**config.mk**
```make
export PLATFORM = sky130hd
export DESIGN_NAME = muldiv_sequencer
export DESIGN_NICKNAME = d
export VERILOG_FILES = /design/src/rtl/muldiv_pkg.sv /design/src/rtl/muldiv_fixup.sv /design/src/rtl/muldiv_sequencer.sv
export SDC_FILE = /design/constraint.sdc
export NUM_CORES = 1
export LEC_CHECK = 0
export BUFFER_PORTS_ARGS = -buffer_cell sky130_fd_sc_hd__buf_2
export CAP_MARGIN = 25
export CORE_MARGIN = 2
export CORE_UTILIZATION = 50
export DETAILED_ROUTE_END_ITERATION = 16
export HOLD_SLACK_MARGIN = 0.12
export PLACE_DENSITY = 0.79
export REMOVE_ABC_BUFFERS = 1
export SLEW_MARGIN = 20
export SYNTH_ARGS = -nofsm -noshare
export SYNTH_HDL_FRONTEND = slang
export SYNTH_SLANG_ARGS = --single-unit
```
**constraint.sdc**
```tcl
create_clock -name clk -period 6.78 [get_ports clk]
set_input_delay 0.339 -clock clk [delete_from_list [all_inputs] [get_ports clk]]
set_output_delay 0.339 -clock clk [all_outputs]
set_load 0.005 [all_outputs]
```
**src/rtl/muldiv_pkg.sv**
```systemverilog
// rtl/muldiv_pkg.sv - shared mul/div types, FUNC_* decode codes and func decode helpers
`ifndef FUNC_MUL
`define FUNC_MUL  4'b0100
`endif
`ifndef FUNC_MULU
`define FUNC_MULU 4'b0101
`endif
`ifndef FUNC_DIV
`define FUNC_DIV  4'b0110
`endif
`ifndef FUNC_DIVU
`define FUNC_DIVU 4'b0111
`endif
`ifndef FUNC_REM
`define FUNC_REM  4'b1000
`endif
`ifndef FUNC_REMU
`define FUNC_REMU 4'b1001
`endif

package muldiv_pkg;

  typedef enum logic [1:0] {MD_IDLE, MD_CALC, MD_FIXUP, MD_DONE} MulDivState;
  typedef enum logic [1:0] {MD_MUL, MD_DIV, MD_REM} MulDivKind;

  // bit0 only selects signedness, so decode on the remaining bits
  function automatic logic is_muldiv_func(input logic [3:0] func);
    logic [3:0] base;
    base = func & 4'b1110;
    return (base == `FUNC_MUL) || (base == `FUNC_DIV) || (base == `FUNC_REM);
  endfunction

  function automatic MulDivKind muldiv_kind(input logic [3:0] func);
    logic [3:0] base;
    base = func & 4'b1110;
    if (base == `FUNC_DIV) return MD_DIV;
    if (base == `FUNC_REM) return MD_REM;
    return MD_MUL;
  endfunction

endpackage

```
**src/rtl/muldiv_fixup.sv**
```systemverilog
// rtl/muldiv_fixup.sv - combinational sign correction and divide-by-zero/overflow result select
module muldiv_fixup
  import muldiv_pkg::*;
#(
  parameter int XLEN = 32
) (
  input  MulDivKind         kind,
  input  logic              is_unsigned,
  input  logic [XLEN-1:0]   op_a,
  input  logic [XLEN-1:0]   op_b,
  input  logic [XLEN-1:0]   lo,
  input  logic [XLEN-1:0]   hi,
  output logic [XLEN-1:0]   result
);

  localparam logic [XLEN-1:0] MIN_VAL = {1'b1, {(XLEN-1){1'b0}}};

  logic sign_a;
  logic sign_b;
  logic div_zero;
  logic overflow;

  // lo holds product/quotient magnitude, hi holds remainder magnitude
  always_comb begin
    sign_a   = !is_unsigned && op_a[XLEN-1];
    sign_b   = !is_unsigned && op_b[XLEN-1];
    div_zero = (op_b == '0);
    overflow = !is_unsigned && (op_a == MIN_VAL) && (op_b == '1);
    result   = '0;
    case (kind)
      MD_MUL: result = (sign_a ^ sign_b) ? -lo : lo;
      MD_DIV: begin
        if (div_zero)            result = '1;
        else if (overflow)       result = MIN_VAL;
        else if (sign_a ^ sign_b) result = -lo;
        else                     result = lo;
      end
      MD_REM: begin
        if (div_zero)      result = op_a;
        else if (overflow) result = '0;
        else if (sign_a)   result = -hi;
        else               result = hi;
      end
      default: result = '0;
    endcase
  end

endmodule

```
**src/rtl/muldiv_sequencer.sv**
```systemverilog
// rtl/muldiv_sequencer.sv - iterative mul/div/rem execution controller; MULDIV_EARLY_OUT_EN skips CALC on zero operands
module muldiv_sequencer
  import muldiv_pkg::*;
#(
  parameter int XLEN = 32
) (
  input  logic              clk,
  input  logic              rst,
  input  logic              flush,
  input  logic              req_valid,
  output logic              req_ready,
  input  logic [3:0]        req_func,
  input  logic [3:0]        req_rd,
  input  logic [XLEN-1:0]   req_a,
  input  logic [XLEN-1:0]   req_b,
  output logic              resp_valid,
  input  logic              resp_ready,
  output logic [XLEN-1:0]   resp_data,
  output logic [3:0]        resp_rd,
  output logic              resp_illegal,
  output logic              busy,
  output logic [3:0]        busy_rd
);

  localparam int CW = $clog2(XLEN);

`ifdef MULDIV_EARLY_OUT_EN
  localparam bit EARLY_OUT = 1'b1;
`else
  localparam bit EARLY_OUT = 1'b0;
`endif

  MulDivState state, state_nx;

  MulDivKind           kind_q;
  logic                uns_q;
  logic [XLEN-1:0]     a_q;
  logic [XLEN-1:0]     b_q;
  logic [XLEN-1:0]     op_q;
  logic [2*XLEN-1:0]   acc;
  logic [CW-1:0]       counter;
  logic [3:0]          rd_q;
  logic                illegal_q;
  logic [XLEN-1:0]     data_q;
  logic [XLEN-1:0]     fix_result;

  logic                req_legal;
  MulDivKind           req_kind;
  logic                req_uns;
  logic [XLEN-1:0]     mag_a;
  logic [XLEN-1:0]     mag_b;
  logic                zero_op;
  logic                early_skip;
  logic                accept;
  logic [XLEN:0]       mul_sum;
  logic [XLEN:0]       div_shift;
  logic [XLEN:0]       div_diff;

  always_comb begin
    req_legal  = is_muldiv_func(req_func);
    req_kind   = muldiv_kind(req_func);
    req_uns    = req_func[0];
    mag_a      = (!req_uns && req_a[XLEN-1]) ? -req_a : req_a;
    mag_b      = (!req_uns && req_b[XLEN-1]) ? -req_b : req_b;
    zero_op    = (req_kind == MD_MUL) ? ((req_a == '0) || (req_b == '0)) : (req_b == '0);
    early_skip = EARLY_OUT && zero_op;
    accept     = (state == MD_IDLE) && req_valid && !flush;
  end

  // mul: acc = {partial product, multiplier shifting out}; div: acc = {remainder, dividend/quotient}
  always_comb begin
    mul_sum   = {1'b0, acc[2*XLEN-1:XLEN]} + (acc[0] ? {1'b0, op_q} : {(XLEN+1){1'b0}});
    div_shift = {acc[2*XLEN-1:XLEN], acc[XLEN-1]};
    div_diff  = div_shift - {1'b0, op_q};
  end

  always_ff @(posedge clk or posedge rst) begin
    if (rst) state <= MD_IDLE;
    else     state <= state_nx;
  end

  always_comb begin
    state_nx = state;
    if (flush) begin
      state_nx = MD_IDLE;
    end else begin
      case (state)
        MD_IDLE: begin
          if (req_valid) begin
            if (!req_legal)      state_nx = MD_DONE;
            else if (early_skip) state_nx = MD_FIXUP;
            else                 state_nx = MD_CALC;
          end
        end
        MD_CALC:  if (counter == '0) state_nx = MD_FIXUP;
        MD_FIXUP: state_nx = MD_DONE;
        MD_DONE:  if (resp_ready) state_nx = MD_IDLE;
        default:  state_nx = MD_IDLE;
      endcase
    end
  end

  always_comb begin
    req_ready  = (state == MD_IDLE);
    resp_valid = (state == MD_DONE);
    busy       = (state != MD_IDLE);
  end

  always_ff @(posedge clk or posedge rst) begin
    if (rst) begin
      kind_q    <= MD_MUL;
      uns_q     <= 1'b0;
      a_q       <= '0;
      b_q       <= '0;
      op_q      <= '0;
      acc       <= '0;
      counter   <= '0;
      rd_q      <= '0;
      illegal_q <= 1'b0;
      data_q    <= '0;
    end else if (accept) begin
      kind_q    <= req_kind;
      uns_q     <= req_uns;
      a_q       <= req_a;
      b_q       <= req_b;
      rd_q      <= req_rd;
      counter   <= CW'(XLEN-1);
      illegal_q <= !req_legal;
      if (!req_legal) data_q <= '0;
      if (req_kind == MD_MUL) begin
        op_q <= mag_a;
        acc  <= early_skip ? '0 : {{XLEN{1'b0}}, mag_b};
      end else begin
        op_q <= mag_b;
        acc  <= {{XLEN{1'b0}}, mag_a};
      end
    end else if (state == MD_CALC) begin
      if (counter != '0) counter <= counter - CW'(1);
      if (kind_q == MD_MUL)
        acc <= {mul_sum, acc[XLEN-1:1]};
      else if (!div_diff[XLEN])
        acc <= {div_diff[XLEN-1:0], acc[XLEN-2:0], 1'b1};
      else
        acc <= {div_shift[XLEN-1:0], acc[XLEN-2:0], 1'b0};
    end else if (state == MD_FIXUP) begin
      data_q <= fix_result;
    end
  end

  muldiv_fixup #(.XLEN(XLEN)) u_fixup (
    .kind        (kind_q),
    .is_unsigned (uns_q),
    .op_a        (a_q),
    .op_b        (b_q),
    .lo          (acc[XLEN-1:0]),
    .hi          (acc[2*XLEN-1:XLEN]),
    .result      (fix_result)
  );

  assign resp_data    = data_q;
  assign resp_rd      = rd_q;
  assign resp_illegal = illegal_q;
  assign busy_rd      = rd_q;

endmodule

```
==> impl_metrics.toml <==
[grt]
grt_pass1_vias = 15700
grt_usage_pct = 31.6
grt_first_pass_wirelength_um = 84800
grt_max_degree = 134
grt-ovfl-total = 0
antenna_found_initial = 0

[floorplanning]
die_area_um2 = 33800
core_area_um2 = 31700
start_util_pct = 51.0
num_rows = 65
dieHeight_um = 184
fp.dieW_um = 184
io_pins = 121

[detailed_routing]
avgRoutedWirePerCell_um = 20.7
vias = 16600
postRouteAntennaNets = 0
drt_iter0_markers = 1925
vias_per_cell = 6.33
route.detailed.drc = 0
first_pass_iters = 7
wl_um = 54100

[critical_path]
cpPeakStageDelay_ns = 0.56
startpoint_type = "register"
crit_type = "reg -> reg"
endpoint_kind = "register"
r2r_cells = 12
critical_path_arrival_ns = 4.47
cp_slowest_cell = "dfrtp_1"
critPathMaxFanout = 41
path_cells = "ha_1 > a21oi_1 > a21boi_1 > o311ai_1 > a31oi_2 > a41oi_2 > a21o_1 > a311o_2 > buf_4 > mux2i_1 > o21ai_0 > a311o_1"
crit_required_ns = 7.22

[logic_synthesis]
synthDistinctLibCells = 76
syn_area_um2 = 16200
synthFlopType = "dfrtp_1"
postSynthRegisterBits = 207
synthCells = 2088
async_flop_share_pct = 100
synth_edf_count = 0
avgSynthCellArea_um2 = 7.74
seq_area_frac_synth_pct = 32.0
yosysWarnings = 0

[sta]
tightest_slew_ns = 0.967
final.period_utilization_pct = 59.3
drv_slew = 0
fmax_ghz = 0.249
period_needed_ns = 4.02
finalClockSkew_ns = 0.0262
grt_setup_unrepaired = "false"
hold_violations = 0
max_slew_margin_pct = 33.8
fin_ws_ns = 2.76
finalSetupViolations = 0

[clocking]
cts.path.max_buffers = 3
cts-buffers-inserted = 25
clock_latency_ns = 0.57
root_buffer = "clkbuf_16"
clkTransAtPathRegs_ns = 0.07
cts_sinks = 207
htree_levels = 1
cts_tree = "done"

[finish]
register_area_um2 = 5180
multi_input_area_um2 = 10200
area.growth.synth_to_final_pct = 15.1
final_nets = 2353
postLayoutCoreUtil_pct = 58.7
drive_gt1_share_pct = 10.1
nFillCells = 2758

[power]
power_density_nw_per_um2 = 530
vdd_drop_max_mv = 0.314
cellLeakagePower_uw = 0.00848

[place]
hpwl_um = 37800
post-place-ws_ns = 2.30
gp_congestion = 0.971
io_buffers = 120

[hold_path]
hold_depth = 3
holdCritPathClass = "in -> reg"

[status]
status = "finished clean"

[job]
cap_violations = 0
==> area by class of cell <==
cell class / instances / share of cell area (%)
clock buffer: 29 / 3.55
tap: 402 / 2.70
antenna: 1 / 0.0134
timing repair buffer: 214 / 8.23
sequential: 207 / 27.8
multi-input combinational: 1684 / 55.0
inverter: 68 / 1.41
clock inverter: 16 / 1.24
==> per-layer routing <==
layer,share of wire (%),global-route usage (%),vias to the layer above
met1,41,43.0,7891
met2,45,50.1,908
met4,4.8,13.7,0
li1,-,-,7627
met5,0,0,-
met3,9.0,4.60,168
==> synth_stat cells, types with 11 or more instances <==
| library cell | instances | area share (%) |
|---|---|---|
| ha_1 | 74 | 5.7 |
| clkbuf_1 | 110 | 2.6 |
| o211ai_1 | 56 | 2.6 |
| nand2b_1 | 20 | 0.77 |
| a22oi_1 | 11 | 0.51 |
| o31ai_1 | 14 | 0.65 |
| o221ai_1 | 27 | 1.5 |
| xor2_1 | 82 | 4.4 |
| o41ai_1 | 12 | 0.65 |
| xnor2_1 | 93 | 5.0 |
| nor2b_1 | 15 | 0.58 |
| a21oi_1 | 142 | 4.4 |
| a21o_1 | 36 | 1.7 |
| a31oi_1 | 15 | 0.58 |
| o21ai_0 | 186 | 5.8 |
| nand4_1 | 15 | 0.58 |
| nor4_1 | 31 | 1.2 |
| nor2_1 | 139 | 3.2 |
| a211oi_1 | 18 | 0.84 |
| or4_1 | 15 | 0.70 |
| nor3_1 | 25 | 0.77 |
| inv_1 | 67 | 1.6 |
| nand2_1 | 445 | 10 |
| nand3_1 | 45 | 1.4 |
| mux2i_1 | 34 | 2.1 |
| dfrtp_1 | 207 | 32 |
| a221oi_1 | 11 | 0.60 |
| a22o_1 | 15 | 0.81 |
==> power by group <==
group	switching (µW)	total, µW	internal, µW
clock network	612	1510	894
registers	719	2540	1820
logic	3540	5820	2280
==> cell families after synthesis <==
logic type                 after synthesis  share of synthesized area (%)
and+or+nand+nor                        790                           21.4
xor gates and xnor gates               175                           9.48
adders and majority gates               76                           5.97
muxes                                   35                           2.17
AOI/OAI and AO/OA                      608                           24.1
DFF                                    207                           32.0
buffers and inverters                  197                           4.87
==> worst max-delay path: cells and delay by family (launching register included) <==
| family | cells | cell delay (ns) |
|---|---|---|
| DFF | 1 | 0.56 |
| buffers and inverters | 1 | 0.51 |
| muxes | 1 | 0.28 |
| adders and majority gates | 1 | 0.38 |
| AOI/OAI and AO/OA | 9 | 2.16 |
==> cells in the final DEF, fill, tap and decap left out, drive strengths merged, types with 16 or more instances in the layout <==
| master | netlist | routed |
|---|---|---|
| a211oi | 18 | 18 |
| a21o | 36 | 36 |
| a21oi | 142 | 142 |
| a31oi | 16 | 16 |
| buf | 18 | 146 |
| clkbuf | 111 | 29 |
| dfrtp | 207 | 207 |
| dlygate4sd3 | 0 | 68 |
| ha | 74 | 74 |
| inv | 67 | 70 |
| mux2i | 34 | 34 |
| nand2 | 445 | 445 |
| nand2b | 20 | 20 |
| nand3 | 45 | 45 |
| nand4 | 16 | 16 |
| nor2 | 140 | 140 |
| nor3 | 25 | 25 |
| nor4 | 32 | 32 |
| o211ai | 56 | 56 |
| o21ai | 190 | 190 |
| o221ai | 27 | 27 |
| xnor2 | 93 | 93 |
| xor2 | 82 | 82 |
==> final timing paths <==
| check | from | end | slack (ns) |
|---|---|---|---|
| max | acc[43] | acc[62] | 2.76 |
| min | req_b[22] | b_q[22] | 0.13 |
| max reg2reg | acc[43] | acc[62] | 2.76 |
| min reg2reg | op_q[3] | op_q[3] | 0.48 |
| max in group asynchronous | rst | acc[56] | 5.00 |
| min in group asynchronous | rst | a_q[6] | 0.29 |
==> state kept, by name, summed over array words and instances, names as in the netlist <==
| name | count |
|---|---|
| a_q | 32 |
| acc | 64 |
| b_q | 32 |
| busy_rd | 4 |
| counter | 5 |
| kind_q | 2 |
| op_q | 32 |
| resp_data | 32 |
| resp_illegal | 1 |
| state | 2 |
| uns_q | 1 |
==> through the flow <==
step	power, µW	std cells	hold slack [ns]	TNS [ns]	cell area [µm²]
3_5_place_dp	8080	2503	0.468	0	17000
5_1_grt	10500	2620	0.145	0	18600
4_1_cts	9650	2616	0.122	0	18500
2_1_floorplan	6390	1959	0.406	-8.69	15600
6_report	9860	2621	0.134	0	18600
3_3_place_gp	7950	2502	0.462	0	16900
==> what timing repair did <==
item                                   4_1_cts  5_1_grt
setup buffers                                0        0
endpoints found under the hold margin      200        0
hold buffers                                68        0
resized for setup                            0        0
Note: power is estimated with default switching activity, not from simulation.
